[config.mk]
export PLATFORM = sky130hd
export DESIGN_NAME = fifo_pkt_reader
export DESIGN_NICKNAME = d
export VERILOG_FILES = /design/src/rtl/fifo_pkt_reader.sv
export SDC_FILE = /design/constraint.sdc
export NUM_CORES = 1
export LEC_CHECK = 0
export ABC_AREA = 1
export BUFFER_PORTS_ARGS = -buffer_cell sky130_fd_sc_hd__buf_2
export CAP_MARGIN = 25
export CORE_MARGIN = 1
export CORE_UTILIZATION = 55
export CTS_CLUSTER_DIAMETER = 30
export DETAILED_ROUTE_END_ITERATION = 8
export HOLD_SLACK_MARGIN = 0.03
export PLACE_DENSITY = 0.85
export SYNTH_ARGS = -nofsm -noshare
export SYNTH_HDL_FRONTEND = slang
export SYNTH_SLANG_ARGS = --single-unit
[constraint.sdc]
create_clock -name rd_clk -period 5.6 [get_ports rd_clk]
set_input_delay 1.12 -clock rd_clk [delete_from_list [all_inputs] [get_ports rd_clk]]
set_output_delay 1.12 -clock rd_clk [all_outputs]
set_load 0.1 [all_outputs]
[src/rtl/fifo_pkt_reader.sv]
`timescale 1ns/1ps
// -----------------------------------------------------------------------------
// fifo_pkt_reader
//
// Purpose:
//   Pulls fixed-size packets out of a read-latency-1 FIFO and presents them as
//   a valid/ready byte stream. The write side signals "a packet is complete"
//   with package_ready, which lives in another clock domain. Each rising edge
//   of that pulse, after synchronisation, queues one packet. Reads are
//   throttled so that bytes already in flight always fit in a 2-entry output
//   buffer. With tx_ready held high the stream runs at one byte per cycle.
//
// Ports:
//   rd_clk        in   single clock, rising edge
//   rst_n         in   asynchronous active-low reset
//   package_ready in   packet-available pulse (asynchronous, >=1.5 cycles wide)
//   fifo_empty    in   FIFO empty flag
//   fifo_valid    in   FIFO read data valid (one cycle after fifo_rd_en)
//   fifo_dout     in   FIFO read data
//   fifo_rd_en    out  FIFO read request
//   tx_data       out  stream byte
//   tx_valid      out  stream byte valid
//   tx_ready      in   downstream accept
//   tx_sop        out  first byte of packet (qualified by tx_valid)
//   tx_eop        out  last byte of packet (qualified by tx_valid)
//   busy          out  high while not idle
//   pkt_count     out  completed packets, wraps modulo 2^16
//   pend_ovf      out  sticky pending-counter overflow
// -----------------------------------------------------------------------------
module fifo_pkt_reader #(
  parameter int DATA_WIDTH   = 8,
  parameter int PACKAGE_SIZE = 10,
  parameter int PEND_WIDTH   = 4
) (
  input  logic                  rd_clk,
  input  logic                  rst_n,
  input  logic                  package_ready,
  input  logic                  fifo_empty,
  input  logic                  fifo_valid,
  input  logic [DATA_WIDTH-1:0] fifo_dout,
  output logic                  fifo_rd_en,
  output logic [DATA_WIDTH-1:0] tx_data,
  output logic                  tx_valid,
  input  logic                  tx_ready,
  output logic                  tx_sop,
  output logic                  tx_eop,
  output logic                  busy,
  output logic [15:0]           pkt_count,
  output logic                  pend_ovf
);

  localparam int CNT_W = $clog2(PACKAGE_SIZE + 1);
  localparam logic [CNT_W-1:0]      PKT_LEN  = CNT_W'(PACKAGE_SIZE);
  localparam logic [CNT_W-1:0]      PKT_LAST = CNT_W'(PACKAGE_SIZE - 1);
  localparam logic [PEND_WIDTH-1:0] PEND_MAX = {PEND_WIDTH{1'b1}};

  localparam logic [1:0] ST_IDLE  = 2'd0;
  localparam logic [1:0] ST_READ  = 2'd1;
  localparam logic [1:0] ST_DRAIN = 2'd2;

  // ---------------------------------------------------------------------------
  // Registers
  // ---------------------------------------------------------------------------
  // sync_q[1:0] is the two-flop synchroniser; sync_q[2] is the previous
  // synchronised value used for rising-edge detection.
  logic [2:0]            sync_q;
  logic [1:0]            state_q,   state_d;
  logic [PEND_WIDTH-1:0] pend_q,    pend_d;
  logic                  ovf_q,     ovf_d;
  logic [CNT_W-1:0]      issued_q,  issued_d;
  logic [CNT_W-1:0]      sent_q,    sent_d;
  logic [15:0]           pkt_cnt_q, pkt_cnt_d;
  logic [1:0]            occ_q,     occ_d;
  logic [DATA_WIDTH-1:0] buf0_q,    buf0_d;
  logic [DATA_WIDTH-1:0] buf1_q,    buf1_d;
  logic                  inflight_q;

  // ---------------------------------------------------------------------------
  // Combinational helpers
  // ---------------------------------------------------------------------------
  logic       pkt_event;
  logic       start;
  logic       pop;
  logic       rd_en;
  logic       last_rd;
  logic       head_sop;
  logic       head_eop;
  logic       eop_pop;
  logic [2:0] committed;
  logic       room;

  assign pkt_event = sync_q[1] & ~sync_q[2];
  assign start     = (state_q == ST_IDLE) && (pend_q != '0);
  assign tx_valid  = (occ_q != 2'd0);
  assign pop       = tx_valid && tx_ready;

  // Bytes that will sit in the buffer after this cycle if nothing new is
  // requested: what is stored, plus the read issued last cycle (its data
  // arrives now), minus the byte leaving now. A new read is only allowed if
  // that leaves a free slot, so the 2-entry buffer can never overflow.
  assign committed = {1'b0, occ_q} + {2'b00, inflight_q} - {2'b00, pop};
  assign room      = (committed < 3'd2);

  assign rd_en   = (state_q == ST_READ) && (issued_q < PKT_LEN) &&
                   !fifo_empty && room;
  assign last_rd = rd_en && (issued_q == PKT_LAST);

  // The buffer head is always the sent_q-th byte of the packet, so the
  // markers come straight from the popped-byte counter and stay stable
  // while the head is stalled.
  assign head_sop = (sent_q == '0);
  assign head_eop = (sent_q == PKT_LAST);
  assign eop_pop  = pop && head_eop;

  // ---------------------------------------------------------------------------
  // Control FSM and byte counters
  // ---------------------------------------------------------------------------
  always_comb begin
    state_d   = state_q;
    issued_d  = issued_q;
    sent_d    = sent_q;
    pkt_cnt_d = pkt_cnt_q;

    if (rd_en) begin
      issued_d = issued_q + 1'b1;
    end
    if (pop) begin
      sent_d = sent_q + 1'b1;
    end

    case (state_q)
      ST_IDLE: begin
        if (start) begin
          state_d  = ST_READ;
          issued_d = '0;
          sent_d   = '0;
        end
      end
      ST_READ: begin
        if (last_rd) begin
          state_d = ST_DRAIN;
        end
      end
      ST_DRAIN: begin
        if (eop_pop) begin
          state_d   = ST_IDLE;
          pkt_cnt_d = pkt_cnt_q + 16'd1;
        end
      end
      default: begin
        state_d = ST_IDLE;
      end
    endcase
  end

  // ---------------------------------------------------------------------------
  // Pending-packet counter; a start and an event in the same cycle cancel.
  // ---------------------------------------------------------------------------
  always_comb begin
    pend_d = pend_q;
    ovf_d  = ovf_q;
    case ({pkt_event, start})
      2'b10: begin
        if (pend_q == PEND_MAX) begin
          ovf_d = 1'b1;
        end else begin
          pend_d = pend_q + 1'b1;
        end
      end
      2'b01: begin
        pend_d = pend_q - 1'b1;
      end
      default: begin
      end
    endcase
  end

  // ---------------------------------------------------------------------------
  // 2-entry output buffer, buf0 is the head presented on tx_data.
  // A push into a full buffer without a pop cannot occur because of the
  // read throttle above, so that case simply holds.
  // ---------------------------------------------------------------------------
  always_comb begin
    buf0_d = buf0_q;
    buf1_d = buf1_q;
    occ_d  = occ_q;
    case (occ_q)
      2'd0: begin
        if (fifo_valid) begin
          buf0_d = fifo_dout;
          occ_d  = 2'd1;
        end
      end
      2'd1: begin
        case ({fifo_valid, pop})
          2'b11: begin
            buf0_d = fifo_dout;
          end
          2'b10: begin
            buf1_d = fifo_dout;
            occ_d  = 2'd2;
          end
          2'b01: begin
            occ_d = 2'd0;
          end
          default: begin
          end
        endcase
      end
      2'd2: begin
        if (pop) begin
          buf0_d = buf1_q;
          if (fifo_valid) begin
            buf1_d = fifo_dout;
          end else begin
            occ_d = 2'd1;
          end
        end
      end
      default: begin
        occ_d = 2'd0;
      end
    endcase
  end

  // ---------------------------------------------------------------------------
  // State registers
  // ---------------------------------------------------------------------------
  always_ff @(posedge rd_clk or negedge rst_n) begin
    if (!rst_n) begin
      sync_q     <= '0;
      state_q    <= ST_IDLE;
      pend_q     <= '0;
      ovf_q      <= 1'b0;
      issued_q   <= '0;
      sent_q     <= '0;
      pkt_cnt_q  <= '0;
      occ_q      <= 2'd0;
      buf0_q     <= '0;
      buf1_q     <= '0;
      inflight_q <= 1'b0;
    end else begin
      sync_q     <= {sync_q[1:0], package_ready};
      state_q    <= state_d;
      pend_q     <= pend_d;
      ovf_q      <= ovf_d;
      issued_q   <= issued_d;
      sent_q     <= sent_d;
      pkt_cnt_q  <= pkt_cnt_d;
      occ_q      <= occ_d;
      buf0_q     <= buf0_d;
      buf1_q     <= buf1_d;
      inflight_q <= rd_en;
    end
  end

  // ---------------------------------------------------------------------------
  // Outputs
  // ---------------------------------------------------------------------------
  assign fifo_rd_en = rd_en;
  assign tx_data    = buf0_q;
  assign tx_sop     = tx_valid & head_sop;
  assign tx_eop     = tx_valid & head_eop;
  assign busy       = (state_q != ST_IDLE);
  assign pkt_count  = pkt_cnt_q;
  assign pend_ovf   = ovf_q;

endmodule

Word-level counts from Yosys, hierarchy flattened
Index checks and enable logic that the tools add are counted.
W data, S select, Z words.
Word-level totals
  flip-flop bits (word level): 53
  input bits: 14
  output and inout bits: 30
  logic and storage cells: 95
Cells by class
  $add $sub $neg: 7
  order comparisons: 2
  eq/ne operators: 23
  multiplexer cells: 24
  bitwise operators: 4
  reductions and logical operators: 24
Operators with widths (count)
  $mux W8: 5
  $mux W4: 7
  $pmux W8 S3: 1
  $ne A2 B2 Y1 const B: 9
  $add A16 B1 Y16 const B: 1
  $pmux W8 S2: 1
  $add A4 B1 Y4 const B: 3
  $eq A4 B4 Y1 const B: 3
  $mux W2: 6
  $pmux W2 S3: 2
  $reduce_and A4 Y1: 3
  $eq A2 B2 Y1 const B: 5
  $eq A2 B1 Y1 const B: 4
  $pmux W4 S2: 1
  $reduce_bool A2 Y1: 4
  $logic_and A1 B1 Y1: 7
  $reduce_and A2 Y1: 3
  $logic_not A2 Y1: 2
  $logic_not A4 Y1: 1
  $lt A4 B4 Y1 const B: 1
  $pmux W2 S2: 1
  $reduce_bool A4 Y1: 1
  $sub A4 B1 Y4 const B: 1
  $add A2 B1 Y3: 1
  9 further kinds: 11

Depth between registers and ports, before layout
  word-level depth: 8
  gate-level depth with buffers: 13
  depth with buffers taken out: 13

Worst setup path before layout
OpenSTA, ideal clock, no wires.
  path type: in2out
  from: in tx_ready
  to: out fifo_rd_en
  arrival time: 3.531 ns
  data required time: 4.480 ns
  path slack: 0.949 ns
  cell stages on the path: 7
  buffers on the path: 0
  cells stage by stage: nand2_4 > nor2_1 > o21ai_0 > fa_1 > xnor2_1 > nand2_1 > nor2_1
On the way
  longest elaborated chain between the ends: 4
Ends and longest elaborated chain
  start, declared: RTL line 44  | input logic tx_ready,
  $logic_and A1 B1 Y1: RTL line 95  | assign pop = tx_valid && tx_ready;
  $sub A3 B1 Y3: RTL line 101  | assign committed = {1'b0, occ_q} + {2'b00, inflight_q} - {2'b00, pop};
  $lt A3 B2 Y1: RTL line 102  | assign room = (committed < 3'd2);
  $logic_and A1 B1 Y1: RTL line 105  | !fifo_empty && room;
  end, declared: RTL line 41  | output logic fifo_rd_en,
Every way passes these cells.

Worst setup path in the final report
Same ends and word-level chain as after synthesis.

==> impl_metrics.toml <==
[worst_setup_path]
crit_type = "input pin to output pin"
critical_path_arrival_ns = 3.13
endpoint_kind = "output pin"
r2r_setup_slack_ns = 3.07
cp-start-kind = "input pin"
crit_fanout = 7
worstPathRequired_ns = 4.48

[drt]
ant_nets = 0
dr_wl_met3_microns = 138
route.vias.total = 2285
drt-met1-wl_mm = 2.46
top_layer = "met4"
routedWlPerCell_microns = 11.3
dr_wl_met2_mm = 2.51
firstDrtPassIters = 4
drt-total-wl_mm = 5.17
drc = 0
drt_iter0_drc = 130
viasPerCell = 4.99

[power_and_ir_drop]
irDropWorstVdd_uv = 467
pwr-share-comb = 0.501
p_total_uw = 1680
internal_power_uw = 823
p_sw_frac = 0.511
pwr-share-clk = 0.157
p_leak_uw = 0.00171
p_sw_uw = 860
p_seq_frac = 0.342
power_density_nw_per_um2 = 525

[finish]
finalNonFillerCells = 458
antenna_cells = 0
fill_cells = 410
syn2layout_area_growth_pct = 13.3
fin_util = 0.661
final_nets = 414
drive_above_1_share = 0.171

[logic_synthesis]
yosys_warnings = 0
ys_async_sr_fraction = 1.00
synth_cells = 343
synth_area_leaders = "dfrtp_1 (47%), nand2_1 (13%), inv_1 (6.1%)"
synth.net_count = 367
synth.top_cell.area_share = 0.469
post_synth.cell_area_avg_sq_um = 8.24
synth_edf_count = 0
netlist.top_cell.by_area = "dfrtp_1"
syn_area_sq_um = 2830
synth.distinct_cells = 30
seq_area_frac_synth = 0.469
synthFlopType = "dfrtp_1"
synth_seq_cells = 53

[sta]
finClkSkew_ns = 0.00540
min_period_ns = 4.25
rsz0062_at_grt = "no"
max_freq_ghz = 0.235
timing_worst_slew_pin_value_ns = 0.920
finalCritPeriodShare = 0.760
setup_viol = 0
max_slew_margin = 0.382
setup_tns_ns = 0
hold_viol_final = 0
maxSlewViolCount = 0

[cts]
cts.sinks = 53
numCtsBuffers = 5
clk_pin_slew_ns = 0.09
insertion_delay_ns = 0.30
cts.htree.levels = 2
cts_setup_buffers = 0
ctsResizeCount = 0
cts_tree = "yes"
postCtsHoldBufs = 0
cts_root_buf = "clkbuf_8"
clk_path_buf_depth = 2

[die]
initial_utilization = 0.583
core-area_sq_um = 4850
row_count = 25
io_pins = 44
die_y_microns = 73.7
die_x_microns = 73.7
dieArea_sq_um = 5430

[run]
maxCapViolCount = 0

[global_route]
grt_pass1_wl_mm = 8.85
grt-ovfl-total = 0
grt_start_max_net_pins = 54
grt_pass1_vias = 2100
gr-usage-all-layers = 0.211
antenna_found_initial = 0

[placed_design]
placed_cells = 450
hpwl_mm = 3.74
gp_congestion = 0.809
portBuffers = 43

[status]
run_status = "finished, final reports clean"

[min_path]
holdCritPathClass = "flip-flop to flip-flop"
-- cell families (layout without fill, tap and decap cells) --
| group | after synthesis | after routing | share of synthesized area |
|---|---|---|---|
| compound gates | 45 | 45 | 0.0907 |
| xor+xnor | 13 | 13 | 0.0403 |
| fa+ha+maj | 10 | 10 | 0.0496 |
| buf+inv | 52 | 100 | 0.0797 |
| flops | 53 | 53 | 0.469 |
| simple gates | 170 | 170 | 0.270 |
-- per-layer routing --
layer,vias up,GRT usage
li1,1168,-
met4,0,0.0662
met2,35,0.364
met5,-,0
met3,7,0.0508
met1,1075,0.260
-- state kept, by name, summed over array words and instances (netlist names) --
register    count
sync_q          3
sent_q          4
tx_data         8
occ_q           2
buf1_q          8
pend_q          4
state_q         2
inflight_q      1
issued_q        4
pkt_count      16
pend_ovf        1
-- area by class of cell --
type / count / area, sq um / share of cell area
inverters: 48 / 180 / 0.0563
clock buffers: 5 / 68.8 / 0.0215
clock inverters: 3 / 46.3 / 0.0145
well taps: 67 / 83.8 / 0.0262
repair buffers: 44 / 223 / 0.0695
flip-flops and latches: 53 / 1330 / 0.414
multi-input cells: 238 / 1270 / 0.398
-- critical path, cell delays in order --
cell and delay [ns]:
buf_2 0.13, nand2_4 0.09, nor2_1 0.17, o21ai_0 0.13, fa_1 0.40, xnor2_1 0.19
nand2_1 0.07, nor2_1 0.34, buf_2 0.51
-- cell usage after synthesis (2+ instances only) --
master and number:
xor2_1 10, nand3_1 19, buf_6 2, nand3b_1 4, nand2_1 96, inv_2 2, ha_1 8, dfrtp_1 53
nand4_1 4, xnor2_1 3, o21ai_2 2, a21oi_1 7, inv_1 46, nor2_1 35, nor3_1 2, o21ai_1 7
o21ai_0 25, nor2_2 5, fa_1 2
-- per-stage QoR --
step	hold WS (ns)	worst slack (ns)	instance area (sq um)
2_1_floorplan	0.331	0.949	2830
3_3_place_gp	0.338	1.39	3090
3_5_place_dp	0.340	1.35	3090
4_1_cts	0.369	1.34	3200
5_1_grt	0.380	1.24	3200
6_report	0.361	1.35	3200
-- cells in the final DEF (no fill, tap or decap), drive strengths merged --
master    instances
clkinvlp          1
o31ai             2
xnor2             3
nand4             5
ha                8
a211oi            1
nand3            20
nor2             42
xor2             10
clkinv            1
a21oi             7
bufinv            1
nor3              2
clkbuf            5
o21bai            1
fa                2
dfrtp            53
o21ai            34
buf              44
nand2            97
inv              48
nand3b            4
-- power by group through the flow --
stage / clock network (uW) / registers [uW] / logic (uW)
after detailed placement: 0 / 579 / 848
after CTS: 273 / 574 / 851
after floorplan: 0 / 799 / 495
after global placement: 0 / 575 / 825
final: 264 / 575 / 843
after global routing: 285 / 590 / 921
-- worst paths after layout --
check	startpoint	endpoint	depth (start not counted)
max in group asynchronous	rst_n	tx_data[1]$_DFFE_PN0P_	2
min in group asynchronous	rst_n	sync_q[2]$_DFF_PN0_	2
min reg2reg	sync_q[0]$_DFF_PN0_	sync_q[1]$_DFF_PN0_	0
max reg2reg	occ_q[1]$_DFFE_PN0P_	state_q[0]$_DFFE_PN0P_	12
min	sync_q[0]$_DFF_PN0_	sync_q[1]$_DFF_PN0_	0
max	tx_ready	fifo_rd_en	9
(Power assumes the default switching activity.)
